===== config.mk =====
export PLATFORM = sky130hd
export DESIGN_NAME = int_mult_seq
export DESIGN_NICKNAME = d
export VERILOG_FILES = /design/src/rtl/int_mult_seq.sv
export SDC_FILE = /design/constraint.sdc
export NUM_CORES = 1
export LEC_CHECK = 0
export ABC_AREA = 0
export CORE_MARGIN = 2
export CORE_UTILIZATION = 47
export CTS_CLUSTER_SIZE = 14
export DETAILED_ROUTE_END_ITERATION = 10
export GPL_TIMING_DRIVEN = 0
export PLACE_DENSITY = 0.67
export SKIP_CTS_REPAIR_TIMING = 1
export SLEW_MARGIN = 20
export SYNTH_ARGS = -nofsm -noshare
export SYNTH_HDL_FRONTEND = slang
export SYNTH_SLANG_ARGS = --single-unit

===== constraint.sdc =====
create_clock -name clk -period 6.5 [get_ports clk]
set_input_delay 1.3 -clock clk [delete_from_list [all_inputs] [get_ports clk]]
set_output_delay 1.3 -clock clk [all_outputs]
set_load 0.05 [all_outputs]

===== src/rtl/int_mult_seq.sv =====
// Iterative multiplier: full 2*DATA_WIDTH product, BITS_PER_CYCLE multiplier bits per clock.
// Optional signed mode is enabled by defining INT_MULT_SEQ_SIGNED_EN.
module int_mult_seq #(
  parameter int unsigned DATA_WIDTH     = 32,
  parameter int unsigned BITS_PER_CYCLE = 2
) (
  input  logic                  clk,
  input  logic                  rst,
  input  logic                  in_valid,
  output logic                  in_ready,
  input  logic [DATA_WIDTH-1:0] m_plier,
  input  logic [DATA_WIDTH-1:0] m_cand,
  input  logic                  is_signed,
  output logic                  out_valid,
  input  logic                  out_ready,
  output logic [DATA_WIDTH-1:0] result_lo,
  output logic [DATA_WIDTH-1:0] result_hi
);

  localparam int unsigned W     = DATA_WIDTH;
  localparam int unsigned B     = BITS_PER_CYCLE;
  localparam int unsigned N     = W / B;
  localparam int unsigned CNT_W = (N > 1) ? $clog2(N) : 1;
  localparam int unsigned PP_W  = W + B;
  localparam int unsigned ACC_W = 2 * W;

  typedef enum logic [1:0] {IDLE, BUSY, DONE} state_t;

  state_t             state, state_nxt;
  logic               load_c, step_c, last_c;
  logic [W-1:0]       m_cand_r, m_plier_r;
  logic [W-1:0]       cand_mag_c, plier_mag_c;
  logic [CNT_W-1:0]   cnt, idx_c;
  logic [PP_W-1:0]    pp_c;
  logic [ACC_W-1:0]   acc, acc_sum_c, final_c, result_r;

  // State register
  always_ff @(posedge clk) begin
    if (rst) state <= IDLE;
    else     state <= state_nxt;
  end

  // Next-state logic
  always_comb begin
    state_nxt = state;
    case (state)
      IDLE: if (in_valid)      state_nxt = BUSY;
      BUSY: if (cnt == '0)     state_nxt = DONE;
      DONE: if (out_ready)     state_nxt = IDLE;
      default:                 state_nxt = IDLE;
    endcase
  end

  // Datapath control strobes
  always_comb begin
    load_c = 1'b0;
    step_c = 1'b0;
    last_c = 1'b0;
    case (state)
      IDLE: load_c = in_valid;
      BUSY: begin
        step_c = 1'b1;
        last_c = (cnt == '0);
      end
      default: ;
    endcase
  end

  // Partial product placed at the weight of the current iteration
  assign pp_c      = PP_W'(m_cand_r) * PP_W'(m_plier_r[B-1:0]);
  assign idx_c     = CNT_W'(N - 1) - cnt;
  assign acc_sum_c = acc + (ACC_W'(pp_c) << (B * idx_c));

`ifdef INT_MULT_SEQ_SIGNED_EN
  logic neg_r;

  assign cand_mag_c  = (is_signed && m_cand[W-1])  ? W'(~m_cand + W'(1))  : m_cand;
  assign plier_mag_c = (is_signed && m_plier[W-1]) ? W'(~m_plier + W'(1)) : m_plier;
  assign final_c     = neg_r ? ACC_W'(~acc_sum_c + ACC_W'(1)) : acc_sum_c;

  // Sign of the product, captured with the operands
  always_ff @(posedge clk) begin
    if (rst)         neg_r <= 1'b0;
    else if (load_c) neg_r <= is_signed & (m_plier[W-1] ^ m_cand[W-1]);
  end
`else
  logic unused_is_signed;

  assign unused_is_signed = is_signed;
  assign cand_mag_c       = m_cand;
  assign plier_mag_c      = m_plier;
  assign final_c          = acc_sum_c;
`endif

  // Operand, accumulator, result and handshake registers
  always_ff @(posedge clk) begin
    if (rst) begin
      m_cand_r  <= '0;
      m_plier_r <= '0;
      cnt       <= '0;
      acc       <= '0;
      result_r  <= '0;
      in_ready  <= 1'b1;
      out_valid <= 1'b0;
    end else begin
      in_ready  <= (state_nxt == IDLE);
      out_valid <= (state_nxt == DONE);
      if (load_c) begin
        m_cand_r  <= cand_mag_c;
        m_plier_r <= plier_mag_c;
        acc       <= '0;
        cnt       <= CNT_W'(N - 1);
      end else if (step_c) begin
        acc       <= acc_sum_c;
        m_plier_r <= m_plier_r >> B;
        cnt       <= cnt - CNT_W'(1);
        if (last_c) result_r <= final_c;
      end
    end
  end

  assign result_lo = result_r[W-1:0];
  assign result_hi = result_r[ACC_W-1:W];

endmodule

==> qor.csv, run 1 <==
stage,metric,value,unit
run_status,status,completed,
cells_and_area,register area,4010,um2
critical_path,R2R Setup Slk,0.03,ns
cells_and_area,layout cells sized above 1,10.0,%
pwr,Max rail drop VDD,0.204,mV
detailed_routing,via count,15161,
timing,Final Setup Violations,0,
timing,RSZ-0062 raised after global routing,true,
grt,first-pass GRT wire length,76.2,mm
floorplanning,Ports,135,
critical_path,Worst Path Required,6.90,ns
yosys,"Cell Area, Synth",14600,um2
yosys,post-synthesis register bit count,200,
placement,GP Congestion,0.974,
critical_path,CP startpoint kind,flip-flop,
timing,Clock Skews,0.0159,ns
floorplanning,Site Rows,64,
detailed_routing,drt drc,0,
floorplanning,die footprint,32500,um2
grt,antenna violations before repair,0,
hold_path,hold_sp,result_r[47]$_SDFFE_PP0P_,
timing,Final Hold Vio Count,0,
floorplanning,Die Span Y,180,um
pwr,Cell Pwr Density,199,nW/um2
timing,FMAX,155,MHz
yosys,sequential share of the synthesized area,27.4,%
yosys,asr flop ratio synth,0,%
detailed_routing,WL final,49.3,mm
critical_path,crit path DAT,6.87,ns
cells_and_area,Layout fillers,2959,
cells_and_area,final std cells w/o fill,2572,
placement,detailed placement HPWL,38.2,mm
yosys,Syn Area/Cell,7.27,um2
cells_and_area,area grow syn2layout,21.1,%
timing,Final TNS setup,0,ns
yosys,Cell variety after synth,75,
clocking,CTS tree,done,
yosys,"Net Count, Synth",2173,
clocking,htree depth,4,
cells_and_area,"Net count, final",2329,
clocking,clk buf depth,2,
pwr,Pleak,6.97,nW
timing,Relative slew margins,25.5,%
timing,Slew @ Worst Pin,1.12,ns
critical_path,slowest cell delay on critical path,0.59,ns
floorplanning,DIE WIDTH,180,um
critical_path,CP max FO,10,
cells_and_area,Finished Cell Area,17700,um2
yosys,Yosys Warn Count,0,
cells_and_area,n_diodes,0,
flow_run,Max-Cap Viols,0,
grt,grt ovf,0,
timing,final worst path period share,99.6,%
placement,Port Buffers,133,
hold_path,Worst Hold Path Cells,2,
detailed_routing,number of vias per cell,5.89,
critical_path,Critical Path End Type,flip-flop,
critical_path,Slowest cell on crit path,or4_4,
grt,GRT Total Usage,29.1,%
detailed_routing,Post-DRT Antenna Nets,0,
detailed_routing,Avg WL per Cell,19.2,um
critical_path,reg-to-reg endpoint,result_r[61]$_SDFFE_PP0P_,
clocking,Worst-Skew Late Latency,0.47,ns
placement,placed insts,2536,
critical_path,Crit Path Category,flip-flop to flip-flop,
pwr,"Power, Total",3.51,mW
grt,largest net degree at the start of global routing,20,
clocking,root buffer cell,clkbuf_16,
yosys,Synth Flop Type,dfxtp_1,
cells_and_area,area of the multi-input gates,10400,um2
clocking,clock sinks,200,
grt,vias in the first global route,13968,
clocking,TritonCTS Buffers,17,
hold_path,min-delay worst type,flip-flop to flip-flop,
yosys,Cells after Synth,2007,
detailed_routing,initial DRC count,1259,
hold_path,worst hold endpoint,result_r[47]$_SDFFE_PP0P_,
yosys,"EDFF count, synth",0,
floorplanning,Initial Util,47.7,%
timing,minimum clock period,6.47,ns
detailed_routing,TritonRoute pass-1 iters,6,
timing,Hold Slack,0.455,ns
critical_path,reg2reg start,m_plier_r[1]$_SDFFE_PP0P_,
clocking,"Reg clk slew, reported paths",0.07,ns
timing,Max Slew Vio Count,0,
critical_path,FF-to-FF path depth,28,
floorplanning,area of the core,30600,um2
placement,dpl cell area,16400,um2
-- worst max-delay path by stage --
stage,start,end,depth (start not counted)
after CTS,m_plier_r[1]$_SDFFE_PP0P_,result_r[49]$_SDFFE_PP0P_,27
after global routing,m_plier_r[1]$_SDFFE_PP0P_,result_r[61]$_SDFFE_PP0P_,28
after floorplan,m_plier_r[1]$_SDFFE_PP0P_,result_r[61]$_SDFFE_PP0P_,26
final,m_plier_r[1]$_SDFFE_PP0P_,result_r[61]$_SDFFE_PP0P_,28
after global placement,m_plier_r[1]$_SDFFE_PP0P_,result_r[49]$_SDFFE_PP0P_,27
after detailed placement,m_plier_r[1]$_SDFFE_PP0P_,result_r[49]$_SDFFE_PP0P_,27
-- worst max-delay path, delay by kind of cell (launching register included) --
family | cells | cell delay, ns
AOI/OAI and AO/OA | 12 | 2.24
xor gates and xnor gates | 1 | 0.32
adders and majority gates | 2 | 0.51
buffers and inverters | 3 | 0.41
DFF | 1 | 0.39
muxes | 3 | 0.78
and+or+nand+nor | 7 | 1.74
-- sequential cells by signal (all words and copies together), names as in the netlist --
name,flops
acc,64
result_r,64
m_cand_r,32
m_plier_r,32
cnt,4
state,2
in_ready,1
out_valid,1
-- per-stage QoR --
stage / worst slack, ns / util (%)
after floorplan: 0.535 / -
after global placement: -1.48 / 53.7
after detailed placement: -1.38 / 53.7
after CTS: -1.44 / 55.6
after global routing: -0.138 / 57.8
final: 0.0279 / 57.8
-- Yosys cell counts (6+ instances only) --
cell	count	share of area (%)
a31oi_1	15	0.64
o21a_1	17	0.87
a22oi_1	6	0.31
or3_1	9	0.39
o22ai_1	43	1.8
nor2b_1	7	0.30
mux2_2	17	1.3
a211oi_1	28	1.4
o21ai_0	95	3.3
and2_1	71	3.0
xor2_1	42	2.5
inv_1	55	1.4
nand3_1	43	1.5
nand2_1	386	9.9
o211ai_1	7	0.36
nand4_1	23	0.99
and3_1	8	0.34
o21bai_1	11	0.57
xnor2_1	51	3.1
buf_2	9	0.31
a21oi_1	262	9.0
ha_1	95	8.1
clkbuf_1	107	2.8
nor3_1	20	0.69
o31ai_1	6	0.31
a22o_1	9	0.54
nor2_1	125	3.2
nand2b_1	8	0.34
buf_1	25	0.64
a21o_1	49	2.5
a221oi_1	32	1.9
dfxtp_1	200	27
mux2i_1	39	2.7
-- metal layers --
layer / vias up / share of wire, % / wire, um / global-route usage [%]
li1: 7414 / - / - / -
met1: 7185 / 47 / 23200 / 40.9
met2: 480 / 45 / 22100 / 46.1
met3: 82 / 5.7 / 2820 / 4.30
met4: 0 / 2.4 / 1190 / 8.32
met5: - / 0 / 0 / 0
-- power by group --
part / switching (mW) / internal [mW] / total, mW / leakage, nW
combinational: 0.740 / 0.378 / 1.12 / 5.06
sequential: 0.0445 / 1.29 / 1.33 / 1.63
clock: 0.544 / 0.518 / 1.06 / 0.281
-- final cells by class --
| class | count | area share [%] |
|---|---|---|
| Tap cell | 396 | 2.80 |
| Sequential cell | 200 | 22.7 |
| Timing Repair Buffer | 154 | 8.42 |
| Multi-Input combinational cell | 1609 | 58.8 |
| Buffer | 124 | 2.80 |
| Clock buffer | 18 | 2.48 |
| Clock inverter | 14 | 0.757 |
| Inverter | 57 | 1.21 |
-- placed cells by master, fill, tap and decap left out, types with 7 or more instances in the layout --
cell             instances
nand2_1                382
a21oi_1                243
dfxtp_1                197
clkdlybuf4s50_1        133
nor2_1                 124
clkbuf_1                81
ha_1                    81
o21ai_0                 74
and2_1                  71
inv_1                   55
xnor2_1                 50
a21o_1                  49
nand3_1                 43
xor2_1                  39
o22ai_1                 37
mux2i_1                 31
a221oi_1                28
buf_1                   25
nand4_1                 23
buf_4                   23
a211oi_1                22
a21oi_2                 20
o21ai_1                 17
nor3_1                  17
clkbuf_16               17
o21a_1                  16
mux2_2                  14
buf_2                   11
a31oi_1                 11
o21bai_1                11
or3_1                    9
a22o_1                   9
ha_2                     9
nand2b_1                 8
o21ai_2                  8
and3_1                   7
o211ai_1                 7
a211oi_2                 7
mux2i_2                  7
nor2b_1                  7
-- cells by family (layout without fill, tap and decap cells) --
logic type / count (synthesis) / after routing / share of synthesized area (%)
simple gates: 726 / 726 / 22.1
xor+xnor: 93 / 93 / 5.58
mux: 58 / 58 / 4.29
buf+inv: 198 / 367 / 5.17
fa+ha+maj: 97 / 97 / 8.42
compound gates: 635 / 635 / 27.0
flops: 200 / 200 / 27.4
Note: power is estimated with default switching activity, not from simulation.
==> inputs of run 2 (changes only) <==
- CELL_PAD_IN_SITES_DETAIL_PLACEMENT: unset -> 1
- CELL_PAD_IN_SITES_GLOBAL_PLACEMENT: unset -> 1
- CORE_UTILIZATION: 47 -> 43
- PLACE_DENSITY: 0.67 -> unset
- PLACE_DENSITY_LB_ADDON: unset -> 0.1
- clock period: 6.5 -> 6.8 ns (I/O delays scaled with it)
==> qor.csv, run 2 (synthesis gave the netlist of run 1 again) <==
stage,metric,value,unit
clocking,Worst-Skew Late Latency,0.48,ns
timing,minimum clock period,6.60,ns
cells_and_area,"Net count, final",2344,
run_status,status,completed,
critical_path,CP startpoint kind,flip-flop,
grt,first-pass GRT wire length,85.9,mm
floorplanning,die footprint,35400,um2
timing,Max Slew Vio Count,0,
detailed_routing,Avg WL per Cell,21.0,um
cells_and_area,register area,4010,um2
grt,GRT Total Usage,30.5,%
grt,largest net degree at the start of global routing,19,
clocking,htree depth,4,
floorplanning,Initial Util,43.6,%
cells_and_area,final std cells w/o fill,2640,
clocking,TritonCTS Buffers,17,
floorplanning,Die Span Y,188,um
timing,Final Setup Violations,0,
hold_path,Worst Hold Path Cells,2,
critical_path,reg-to-reg endpoint,result_r[61]$_SDFFE_PP0P_,
detailed_routing,drt drc,0,
cells_and_area,area of the multi-input gates,10400,um2
pwr,Pleak,7.00,nW
detailed_routing,via count,15569,
clocking,CTS tree,done,
critical_path,critical path's top delay family,compound AO/OA/AOI/OAI gates,
critical_path,slowest cell delay on critical path,0.53,ns
critical_path,CP bufs+invs,1,
timing,Relative slew margins,24.1,%
critical_path,reg2reg start,m_plier_r[1]$_SDFFE_PP0P_,
placement,GP Congestion,0.943,
timing,Clock Skews,0.0132,ns
clocking,"Reg clk slew, reported paths",0.08,ns
pwr,Max rail drop VDD,0.211,mV
critical_path,CP max FO,10,
clocking,root buffer cell,clkbuf_16,
critical_path,R2R Setup Slk,0.20,ns
detailed_routing,initial DRC count,1029,
critical_path,crit path DAT,7.02,ns
cells_and_area,"most common cell after layout, fill and taps aside",nand2_1,
timing,FMAX,152,MHz
flow_run,Max-Cap Viols,0,
detailed_routing,TritonRoute pass-1 iters,7,
timing,RSZ-0062 raised after global routing,true,
critical_path,FF-to-FF path depth,25,
timing,Final Hold Vio Count,0,
placement,placed insts,2588,
hold_path,worst hold endpoint,result_r[20]$_SDFFE_PP0P_,
floorplanning,Ports,135,
clocking,clk buf depth,2,
detailed_routing,WL final,55.5,mm
hold_path,min-delay worst type,flip-flop to flip-flop,
pwr,Cell Pwr Density,192,nW/um2
placement,detailed placement HPWL,42.8,mm
timing,final worst path period share,97.0,%
critical_path,Slowest cell on crit path,or4_4,
cells_and_area,area grow syn2layout,21.9,%
cells_and_area,"commonest non-fill, non-tap cells in the layout","nand2_1, a21oi_1, dfxtp_1",
timing,Final TNS setup,0,ns
grt,vias in the first global route,15591,
clocking,clock sinks,200,
floorplanning,area of the core,33400,um2
grt,grt ovf,0,
critical_path,Crit Path Category,flip-flop to flip-flop,
pwr,"Power, Total",3.42,mW
cells_and_area,layout cells sized above 1,9.45,%
detailed_routing,number of vias per cell,5.90,
detailed_routing,Post-DRT Antenna Nets,0,
cells_and_area,Finished Cell Area,17800,um2
floorplanning,DIE WIDTH,188,um
timing,Slew @ Worst Pin,1.14,ns
placement,Port Buffers,133,
critical_path,Worst Path Required,7.22,ns
floorplanning,Site Rows,67,
critical_path,Critical Path End Type,flip-flop,
hold_path,hold_sp,result_r[20]$_SDFFE_PP0P_,
grt,antenna violations before repair,0,
cells_and_area,largest registers,"acc: 64 flops, result_r: 64 flops",
placement,dpl cell area,16500,um2
cells_and_area,Layout fillers,4233,
-- run 2: cell count changes in the layout (fill, tap and decap cells not counted), sizes merged --
cell      before  now
inv           64   62
buf           59   61
clkinvlp       1    3
clkbuf       104  119
clkinv         6    4
diode          0    1
-- run 2: power by group --
| part | leakage (nW) | switching, mW | internal, mW |
|---|---|---|---|
| Clock | 0.276 | 0.528 | 0.509 |
| Sequential | 1.63 | 0.0442 | 1.23 |
| Combinational | 5.09 | 0.738 | 0.366 |
| Total | 7.00 | 1.31 | 2.11 |
-- run 2: worst max path at each step --
| stage | slack (ns) | from | end | depth (start not counted) |
|---|---|---|---|---|
| after global routing | -0.13 | m_plier_r[1]$_SDFFE_PP0P_ | result_r[61]$_SDFFE_PP0P_ | 27 |
| final | 0.20 | m_plier_r[1]$_SDFFE_PP0P_ | result_r[61]$_SDFFE_PP0P_ | 25 |
| after floorplan | 0.83 | m_plier_r[1]$_SDFFE_PP0P_ | result_r[61]$_SDFFE_PP0P_ | 26 |
| after detailed placement | -1.17 | m_plier_r[1]$_SDFFE_PP0P_ | result_r[49]$_SDFFE_PP0P_ | 27 |
| after global placement | -1.24 | m_plier_r[1]$_SDFFE_PP0P_ | result_r[49]$_SDFFE_PP0P_ | 27 |
| after CTS | -1.26 | m_plier_r[1]$_SDFFE_PP0P_ | result_r[49]$_SDFFE_PP0P_ | 27 |
-- run 2: routing by layer --
layer,share of wire [%],up-vias,global-route usage (%)
met5,0,-,0
met4,1.8,0,8.45
met3,4.3,69,4.19
met2,48,360,51.5
met1,46,7707,40.7
li1,-,7433,-
-- run 2: worst register-to-register path, delay by kind of cell (launching register included) --
kind / cells / cell delay, ns
compound gates: 12 / 2.59
xor+xnor: 1 / 0.35
fa+ha+maj: 2 / 0.66
buf+inv: 1 / 0.18
flops: 1 / 0.39
mux: 2 / 0.55
simple gates: 7 / 1.81
-- run 2: per-stage QoR --
stage                     hold slack, ns  utilization (%)  setup slack (ns)
after floorplan                    0.431                -             0.835
after global placement             0.442             49.3             -1.24
after detailed placement           0.446             49.3             -1.17
after CTS                          0.457             51.0             -1.26
after global routing               0.476             53.2            -0.135
final                              0.457             53.2             0.201
-- run 2: layout make-up --
class | instances | share of cell area (%)
Antenna cell | 1 | 0.0141
Buffer | 134 | 3.00
Clock buffer | 20 | 2.62
Clock inverter | 12 | 0.619
Inverter | 57 | 1.20
Multi-Input combinational cell | 1609 | 58.3
Sequential cell | 200 | 22.5
Tap cell | 448 | 3.15
Timing Repair Buffer | 159 | 8.58
